[src/rtl/mage_hwlp_iv_gen.sv]
// mage_hwlp_iv_gen: hardware-loop iteration-variable generator (odometer over up to N_LP loops, II-paced)
// Ports: clk_i/rst_n_i clock and async active-low reset; cfg_loops_i per-loop {iv,fv,inc} (iv in MSBs);
//   cfg_n_loops_i active loop count (0 -> 1); cfg_ii_i initiation interval; start_i/abort_i control;
//   ivs_ready_i consumer ready; ivs_o/ivs_valid_o iteration vector; lp_last_o per-loop final flag;
//   busy_o not idle; done_o one-cycle completion pulse.
// Optional MAGE_HWLP_PERF_CNT_EN adds stall_cnt_o, a saturating count of stalled RUN cycles.
module mage_hwlp_iv_gen #(
  parameter int N_LP = 4,
  parameter int NBIT_LP_IV = 8,
  parameter int NBIT_II = 4,
  localparam int NBIT_N = $clog2(N_LP) + 1,
  localparam int W = NBIT_LP_IV
) (
  input  logic                    clk_i,
  input  logic                    rst_n_i,
  input  logic [N_LP-1:0][3*W-1:0] cfg_loops_i,
  input  logic [NBIT_N-1:0]       cfg_n_loops_i,
  input  logic [NBIT_II-1:0]      cfg_ii_i,
  input  logic                    start_i,
  input  logic                    abort_i,
  input  logic                    ivs_ready_i,
  output logic [N_LP-1:0][W-1:0]  ivs_o,
  output logic                    ivs_valid_o,
  output logic [N_LP-1:0]         lp_last_o,
  output logic                    busy_o,
  output logic                    done_o
`ifdef MAGE_HWLP_PERF_CNT_EN
  ,
  output logic [15:0]             stall_cnt_o
`endif
);
  typedef enum logic [1:0] {S_IDLE, S_RUN, S_WAIT, S_DONE} state_t;
  state_t r_state;
  logic [N_LP-1:0][W-1:0] r_iv, r_fv, r_inc, r_cur, w_nxt;
  logic [NBIT_N-1:0] r_n, w_n;
  logic [NBIT_II-1:0] r_ii, r_cnt;
  logic [N_LP-1:0] w_last;
  logic w_carry;
  logic r_valid, r_busy, r_done;
  // Last test uses one extra bit so fv at the top of the range never wraps; the carry
  // ripples upward so loop k steps only when every inner loop is on its final value.
  always_comb begin
    w_n = cfg_n_loops_i == '0 ? NBIT_N'(1) : cfg_n_loops_i > NBIT_N'(N_LP) ? NBIT_N'(N_LP) : cfg_n_loops_i;
    w_carry = 1'b1;
    for (int k = 0; k < N_LP; k++) begin
      w_last[k] = (k >= int'(r_n)) || (r_inc[k] == '0) ||
                  (({1'b0, r_cur[k]} + {1'b0, r_inc[k]}) > {1'b0, r_fv[k]});
      w_nxt[k] = !w_carry ? r_cur[k] : w_last[k] ? r_iv[k] : r_cur[k] + r_inc[k];
      w_carry = w_carry & w_last[k];
    end
  end
  assign ivs_o = r_cur;
  assign ivs_valid_o = r_valid;
  assign busy_o = r_busy;
  assign done_o = r_done;
  assign lp_last_o = r_busy ? w_last : '0;
  always_ff @(posedge clk_i or negedge rst_n_i) begin
    if (!rst_n_i) begin
      r_state <= S_IDLE;
      r_iv <= '0;
      r_fv <= '0;
      r_inc <= '0;
      r_cur <= '0;
      r_n <= '0;
      r_ii <= '0;
      r_cnt <= '0;
      r_valid <= 1'b0;
      r_busy <= 1'b0;
      r_done <= 1'b0;
    end else if (abort_i) begin
      r_state <= S_IDLE;
      r_valid <= 1'b0;
      r_busy <= 1'b0;
      r_done <= 1'b0;
    end else begin
      case (r_state)
        S_IDLE: if (start_i) begin
          for (int k = 0; k < N_LP; k++) begin
            r_iv[k] <= cfg_loops_i[k][3*W-1:2*W];
            r_fv[k] <= cfg_loops_i[k][2*W-1:W];
            r_inc[k] <= cfg_loops_i[k][W-1:0];
            r_cur[k] <= cfg_loops_i[k][3*W-1:2*W];
          end
          r_n <= w_n;
          r_ii <= cfg_ii_i;
          r_state <= S_RUN;
          r_valid <= 1'b1;
          r_busy <= 1'b1;
        end
        S_RUN: if (ivs_ready_i) begin
          if (&w_last) begin
            r_state <= S_DONE;
            r_valid <= 1'b0;
            r_done <= 1'b1;
          end else begin
            r_cur <= w_nxt;
            // Handshake cycle counts as the first of II, so wait II-1 more cycles.
            if (r_ii > NBIT_II'(1)) begin
              r_state <= S_WAIT;
              r_valid <= 1'b0;
              r_cnt <= r_ii - NBIT_II'(2);
            end
          end
        end
        S_WAIT: if (r_cnt == '0) begin
          r_state <= S_RUN;
          r_valid <= 1'b1;
        end else begin
          r_cnt <= r_cnt - NBIT_II'(1);
        end
        default: begin
          r_state <= S_IDLE;
          r_busy <= 1'b0;
          r_done <= 1'b0;
        end
      endcase
    end
  end
`ifdef MAGE_HWLP_PERF_CNT_EN
  logic [15:0] r_stall;
  always_ff @(posedge clk_i or negedge rst_n_i) begin
    if (!rst_n_i) r_stall <= '0;
    else if (r_state == S_IDLE && start_i && !abort_i) r_stall <= '0;
    else if (r_state == S_RUN && !ivs_ready_i && r_stall != 16'hFFFF) r_stall <= r_stall + 16'd1;
  end
  assign stall_cnt_o = r_stall;
`endif
endmodule

[config.mk]
export PLATFORM = sky130hd
export DESIGN_NAME = mage_hwlp_iv_gen
export DESIGN_NICKNAME = d
export VERILOG_FILES = /design/src/rtl/mage_hwlp_iv_gen.sv
export SDC_FILE = /design/constraint.sdc
export NUM_CORES = 1
export LEC_CHECK = 0
export CAP_MARGIN = 20
export CORE_MARGIN = 2
export CORE_UTILIZATION = 40
export DETAILED_ROUTE_END_ITERATION = 10
export HOLD_SLACK_MARGIN = 0.12
export PLACE_DENSITY = 0.75
export SLEW_MARGIN = 10
export SYNTH_ARGS = -nofsm -noshare
export SYNTH_HDL_FRONTEND = slang
export SYNTH_SLANG_ARGS = --single-unit
[constraint.sdc]
create_clock -name clk_i -period 4.2 [get_ports clk_i]
set_input_delay 0.84 -clock clk_i [delete_from_list [all_inputs] [get_ports clk_i]]
set_output_delay 0.84 -clock clk_i [all_outputs]
set_load 0.01 [all_outputs]
==> results.py, run 1 <==
metrics = {
    "global_route": {
        "first_global_vias": 7144,
        "grt.total_usage_pct": 20.6,
        "pin_count_of_the_biggest_net_entering_global_routing": 106,
        "antenna_found_initial": 0,
        "globalRoute.totalOverflow": 0,
        "grt_pass1_wl_um": 36600,
    },
    "die": {
        "die_outline_width_um": 151,
        "die-area_um2": 23000,
        "floorplan.initialDensity_pct": 41.1,
        "core-area_um2": 21200,
        "rows": 53,
        "design.portCount": 147,
        "die_h_um": 151,
    },
    "sta": {
        "worst_slew_pin_slew_ns": 0.915,
        "relSlewSlack_pct": 38.6,
        "layout_setup_ws_ns": -0.134,
        "maxClockFrequency_mhz": 231,
        "slew_violations": 0,
        "fin_crit_sh_pct": 103,
        "clock_skew_ns": 0.00930,
        "final-setup-viol-count": 3,
        "rsz0062_at_grt": "yes",
        "timing.final.hold_violations": 0,
        "post-route-min-period_ns": 4.33,
    },
    "outcome": {
        "status": "finished with violations",
        "violations_in_the_final_reports": "negative setup slack",
    },
    "synth": {
        "synth.top_cells.by_area": "dfrtp_1, mux2_2, ha_1, mux2i_1, a21oi_1",
        "netlist-cell-type-count": 68,
        "synth_top_area_cell": "dfrtp_1",
        "count_of_flip_flops_with_a_built_in_enable_after_synthesis": 0,
        "postSynthNetCount": 947,
        "syn-instance-count": 765,
        "synth_most_common_cell": "dfrtp_1",
        "synth-seq-cells": 144,
        "yosysTopAreaCellShare_pct": 41.4,
        "netlist_top_cells_count": "dfrtp_1, mux2_2, ha_1",
        "synth_seq_area_share_pct": 41.4,
        "syn_area_per_cell_um2": 11.4,
        "synth_area_um2": 8700,
        "synth_ff_type": "dfrtp_1",
        "async_reset_ff_share_pct": 100,
        "yosysWarningCount": 0,
    },
    "clocking": {
        "ctsRootBufferMaster": "clkbuf_16",
        "clkSlewWorstSetupHoldPaths_ns": 0.06,
        "clock_sink_count": 144,
        "cts.path.max_buffers": 2,
        "cts_tree": "yes",
        "worst_skew_pair.late_latency_ns": 0.42,
        "h-tree-depth": 4,
        "cts_made_buffers": 17,
    },
    "critical_path": {
        "crit-reg2reg-capture": "ivs_o[15]",
        "critPathRequiredTime_ns": 3.36,
        "r2r.worst_path.cells": 17,
        "setup.worst_path.class": "register to primary output",
        "critical_path_peak_fanout": 3,
        "critical_path.endpoint_type": "primary output",
        "rr_startpoint": "r_inc[8]",
        "cp-start-kind": "register",
        "timing.reg2reg.setup_slack_ns": 0.17,
        "arrival_ns": 3.49,
    },
    "drt": {
        "drt_first_pass_iters": 4,
        "detail_route.wirelength_um": 22900,
        "dr_total_vias": 6880,
        "detail_route.vias_per_cell": 5.42,
        "detail_route.wl_per_cell_um": 18.0,
        "drcViolationCount": 0,
        "ant_nets": 0,
        "detail_route.iter0.violations": 286,
    },
    "final_layout": {
        "n_antenna_cell": 0,
        "regArea_um2": 3600,
        "multi_input_combinational_cell_area_um2": 5090,
        "final.fill_count": 1777,
        "design.final.nets": 1163,
        "area.growth.synth_to_final_pct": 37.0,
        "drive_gt1_share_pct": 31.2,
    },
    "placement": {
        "hpwl_um": 16100,
        "pre_cts_ws_ns": -0.341,
        "port-buffer-count": 146,
        "globalplace.congestion": 0.845,
    },
    "run": {
        "drv_cap": 0,
    },
    "hold_path": {
        "min_to": "r_fv[29]",
        "min_path_cells": 1,
        "holdCritPathClass": "register to register",
        "min-delay-start": "r_fv[29]",
    },
}
==> what timing repair did <==
action / CTS / global route
pin swaps: 43 / 36
setup buffers: 16 / 6
endpoints found under the setup margin: 36 / 20
resized for setup: 55 / 22
hold buffers: 0 / 0
==> critical path, cell delays in order (launching register included) <==
cell,delay (ns)
dfrtp_1,0.40
ha_2,0.21
buf_4,0.14
a211o_1,0.33
a21o_1,0.18
a211oi_1,0.24
nor2_1,0.09
ha_1,0.29
and4_1,0.21
a21boi_4,0.15
o41ai_4,0.41
o211ai_4,0.13
and2_4,0.17
buf_6,0.12
==> cell type report <==
cell class / instances / share of cell area (%)
Clock buffer: 23 / 3.93
Clock inverter: 9 / 1.11
Inverter: 45 / 1.42
Multi-Input combinational cell: 550 / 42.7
Sequential cell: 144 / 30.2
Tap cell: 275 / 2.89
Timing Repair Buffer: 223 / 17.7
==> how the worst max path moves through the flow <==
stage,start,endpoint,slack [ns],depth (start not counted)
3_5_place_dp,ivs_o[24],lp_last_o[3],-0.34,13
3_3_place_gp,ivs_o[24],lp_last_o[3],-0.21,13
5_1_grt,r_inc[8],lp_last_o[1],-0.27,13
2_1_floorplan,ivs_o[24],lp_last_o[3],0.04,13
4_1_cts,r_inc[24],lp_last_o[3],-0.11,13
6_report,r_inc[8],lp_last_o[1],-0.13,13
==> flip-flops by register name, summed over array words and instances (netlist names) <==
register,flops
busy_o,1
done_o,1
ivs_o,32
ivs_valid_o,1
r_cnt,4
r_fv,32
r_ii,4
r_inc,32
r_iv,32
r_n,3
r_state,2
==> metal layers <==
layer | GRT usage, % | part of all wire (%) | up-vias
li1 | - | - | 3241
met1 | 26.0 | 44 | 3440
met2 | 35.3 | 50 | 158
met3 | 3.62 | 3.8 | 41
met4 | 8.06 | 2.7 | 0
met5 | 0 | 0 | -
==> logic make-up after synthesis <==
family | synth area share (%)
xor+xnor | 1.71
buf+inv | 3.28
simple gates | 7.40
mux | 20.9
compound gates | 14.3
fa+ha+maj | 11.0
flops | 41.4
==> placed cells by master, fill, tap and decap left out, types with 7 or more instances in the layout <==
master / n
nor2_1: 55
a211oi_1: 7
nor4_1: 9
clkdlybuf4s50_1: 141
clkbuf_16: 17
dfrtp_1: 144
nand2_1: 16
buf_4: 69
a21oi_1: 42
ha_1: 61
mux2_4: 15
inv_1: 45
a211oi_2: 10
mux2i_1: 28
xnor2_1: 8
mux2_2: 117
o21ai_0: 24
a21oi_2: 10
a21o_1: 11
==> through the flow <==
stage               instance area (µm²)  TNS (ns)  util [%]  cells  hold slack [ns]
floorplan                          8710         0         -    765            0.471
global placement                  10900    -0.833      51.4   1215            0.478
detailed placement                10900     -2.26      51.4   1215            0.493
global route                      11900     -1.54      56.3   1269            0.524
CTS                               11700    -0.293      55.4   1263            0.506
finish                            11900    -0.250      56.3   1269            0.505
Power of run 1 is left out: the tool's default activity adds up to more than one toggle a clock period on the data nets, which glitch-free logic cannot reach.
==> run 2: changes to the inputs <==
--- a/config.mk
+++ b/config.mk
@@ -11,6 +11,7 @@
 export DETAILED_ROUTE_END_ITERATION = 10
 export HOLD_SLACK_MARGIN = 0.12
 export PLACE_DENSITY = 0.75
+export REMOVE_ABC_BUFFERS = 1
 export SLEW_MARGIN = 10
 export SYNTH_ARGS = -nofsm -noshare
 export SYNTH_HDL_FRONTEND = slang
==> results.py, run 2 (same netlist as run 1, synthesis figures left out) <==
metrics = {
    "clocking": {
        "ctsRootBufferMaster": "clkbuf_16",
        "cts_made_buffers": 17,
        "clkSlewWorstSetupHoldPaths_ns": 0.06,
        "cts.path.max_buffers": 2,
        "h-tree-depth": 4,
        "clock_sink_count": 144,
        "worst_skew_pair.late_latency_ns": 0.42,
        "cts_tree": "yes",
    },
    "run": {
        "drv_cap": 0,
    },
    "global_route": {
        "grt_pass1_wl_um": 35500,
        "antenna_found_initial": 1,
        "pin_count_of_the_biggest_net_entering_global_routing": 106,
        "globalRoute.totalOverflow": 0,
        "grt.total_usage_pct": 20.0,
        "first_global_vias": 6864,
    },
    "die": {
        "die_h_um": 151,
        "design.portCount": 147,
        "core-area_um2": 21200,
        "floorplan.initialDensity_pct": 41.1,
        "die_outline_width_um": 151,
        "die-area_um2": 23000,
        "rows": 53,
    },
    "drt": {
        "detail_route.iter0.violations": 244,
        "detail_route.vias_per_cell": 5.31,
        "detail_route.wirelength_um": 22300,
        "ant_nets": 0,
        "drcViolationCount": 0,
        "detail_route.wl_per_cell_um": 17.5,
        "dr_total_vias": 6759,
        "drt_first_pass_iters": 4,
    },
    "critical_path": {
        "setup.worst_path.class": "register to primary output",
        "crit_buf_inv": 2,
        "worst_path_largest_cell_delay_ns": 0.40,
        "critPathRequiredTime_ns": 3.36,
        "cp_top_delay_family": "compound AO/OA/AOI/OAI gates",
        "critical_path.endpoint_type": "primary output",
        "critical_path_peak_fanout": 3,
        "crit_path_top_delay_cell": "dfrtp_1",
        "arrival_ns": 3.47,
        "cp-start-kind": "register",
        "timing.critical_path.cells": "buf_4 > ha_1 > a211oi_2 > nor2_1 > o31a_1 > o22ai_1 > xnor2_1 > ha_2 > nand4_1 > or2_2 > o211ai_1 > o211ai_2 > and2_1 > buf_2",
    },
    "placement": {
        "hpwl_um": 15600,
        "globalplace.congestion": 0.849,
        "pre_cts_ws_ns": -0.421,
        "port-buffer-count": 146,
    },
    "final_layout": {
        "leading_cell_type_in_the_layout_fill_and_taps_excluded": "dfrtp_1",
        "final.fill_count": 1757,
        "design.final.nets": 1166,
        "drive_gt1_share_pct": 31.6,
        "most_frequent_cells_in_the_layout": "dfrtp_1, clkdlybuf4s50_1, mux2_2, buf_4, ha_1",
        "area.growth.synth_to_final_pct": 36.6,
    },
    "sta": {
        "post-route-min-period_ns": 4.31,
        "maxClockFrequency_mhz": 232,
        "relSlewSlack_pct": 37.4,
        "rsz0062_at_grt": "yes",
        "worst_slew_pin_slew_ns": 0.933,
        "slew_violations": 0,
        "timing.final.hold_violations": 0,
        "clock_skew_ns": 0.00865,
        "final-setup-viol-count": 3,
        "fin_crit_sh_pct": 103,
        "layout_setup_ws_ns": -0.114,
    },
    "hold_path": {
        "holdCritPathClass": "input port to asynchronous set/reset pin",
    },
    "outcome": {
        "status": "finished with violations",
        "violations_in_the_final_reports": "negative setup slack",
    },
}
[run 2: cell type report]
class,instances,area [µm²],area share [%]
clock inverter,13,161,1.36
antenna,1,2.50,0.0210
multi-input combinational,550,5050,42.4
tap,275,344,2.89
clock buffer,19,443,3.72
inverter,45,169,1.42
timing repair buffer,226,2120,17.8
sequential,144,3600,30.3
[run 2: worst reg2reg max path, cell delays in order, from the launching register on]
cell	delay (ns)
dfrtp_1	0.38
ha_2	0.20
fa_2	0.37
a211oi_2	0.19
o21bai_1	0.09
a21oi_2	0.20
xnor2_2	0.15
ha_1	0.28
and4_4	0.16
a21boi_4	0.14
o41ai_4	0.37
o211ai_4	0.14
buf_6	0.20
and3b_4	0.21
buf_4	0.14
a31oi_4	0.18
buf_12	0.16
mux2_2	0.34
[run 2: per-stage QoR]
step	hold slack, ns	cell area, µm²	cells	util, %	TNS, ns
2_1_floorplan	0.472	8590	739	-	-66.90
5_1_grt	0.507	11900	1272	56.2	-0.858
3_5_place_dp	0.488	10900	1213	51.4	-5.55
3_3_place_gp	0.479	10900	1213	51.4	-0.433
6_report	0.424	11900	1273	56.2	-0.170
4_1_cts	0.500	11700	1265	55.5	-0.577
[run 2: path summary, 6_finish.rpt]
| kind | to | cells past startpoint | from | slack, ns |
|---|---|---|---|---|
| min in group clk_i | r_iv[15] | 1 | r_iv[15] | 0.50 |
| min | r_fv[10] | 1 | rst_n_i | 0.42 |
| min reg2reg | r_iv[15] | 1 | r_iv[15] | 0.50 |
| max reg2reg | ivs_o[27] | 17 | r_inc[0] | 0.20 |
| max | lp_last_o[3] | 14 | ivs_o[25] | -0.11 |
| max in group asynchronous | ivs_o[29] | 2 | rst_n_i | 2.92 |
[run 2: metal layers]
layer	global-route usage (%)	routed length [µm]	share of wire [%]	vias to the layer above
li1	-	-	-	3262
met1	25.3	9920	45	3312
met2	34.5	11000	49	163
met3	4.37	1120	5.0	22
met4	5.28	273	1.2	0
met5	0	0	0	-
[run 2: what timing repair did]
action | CTS | global route
buffers inserted | 20 | 7
gates resized for setup | 51 | 18
setup endpoints to repair | 43 | 39
hold buffers | 0 | 0
pin swaps | 39 | 22
Power of run 2 is left out for the same reason.
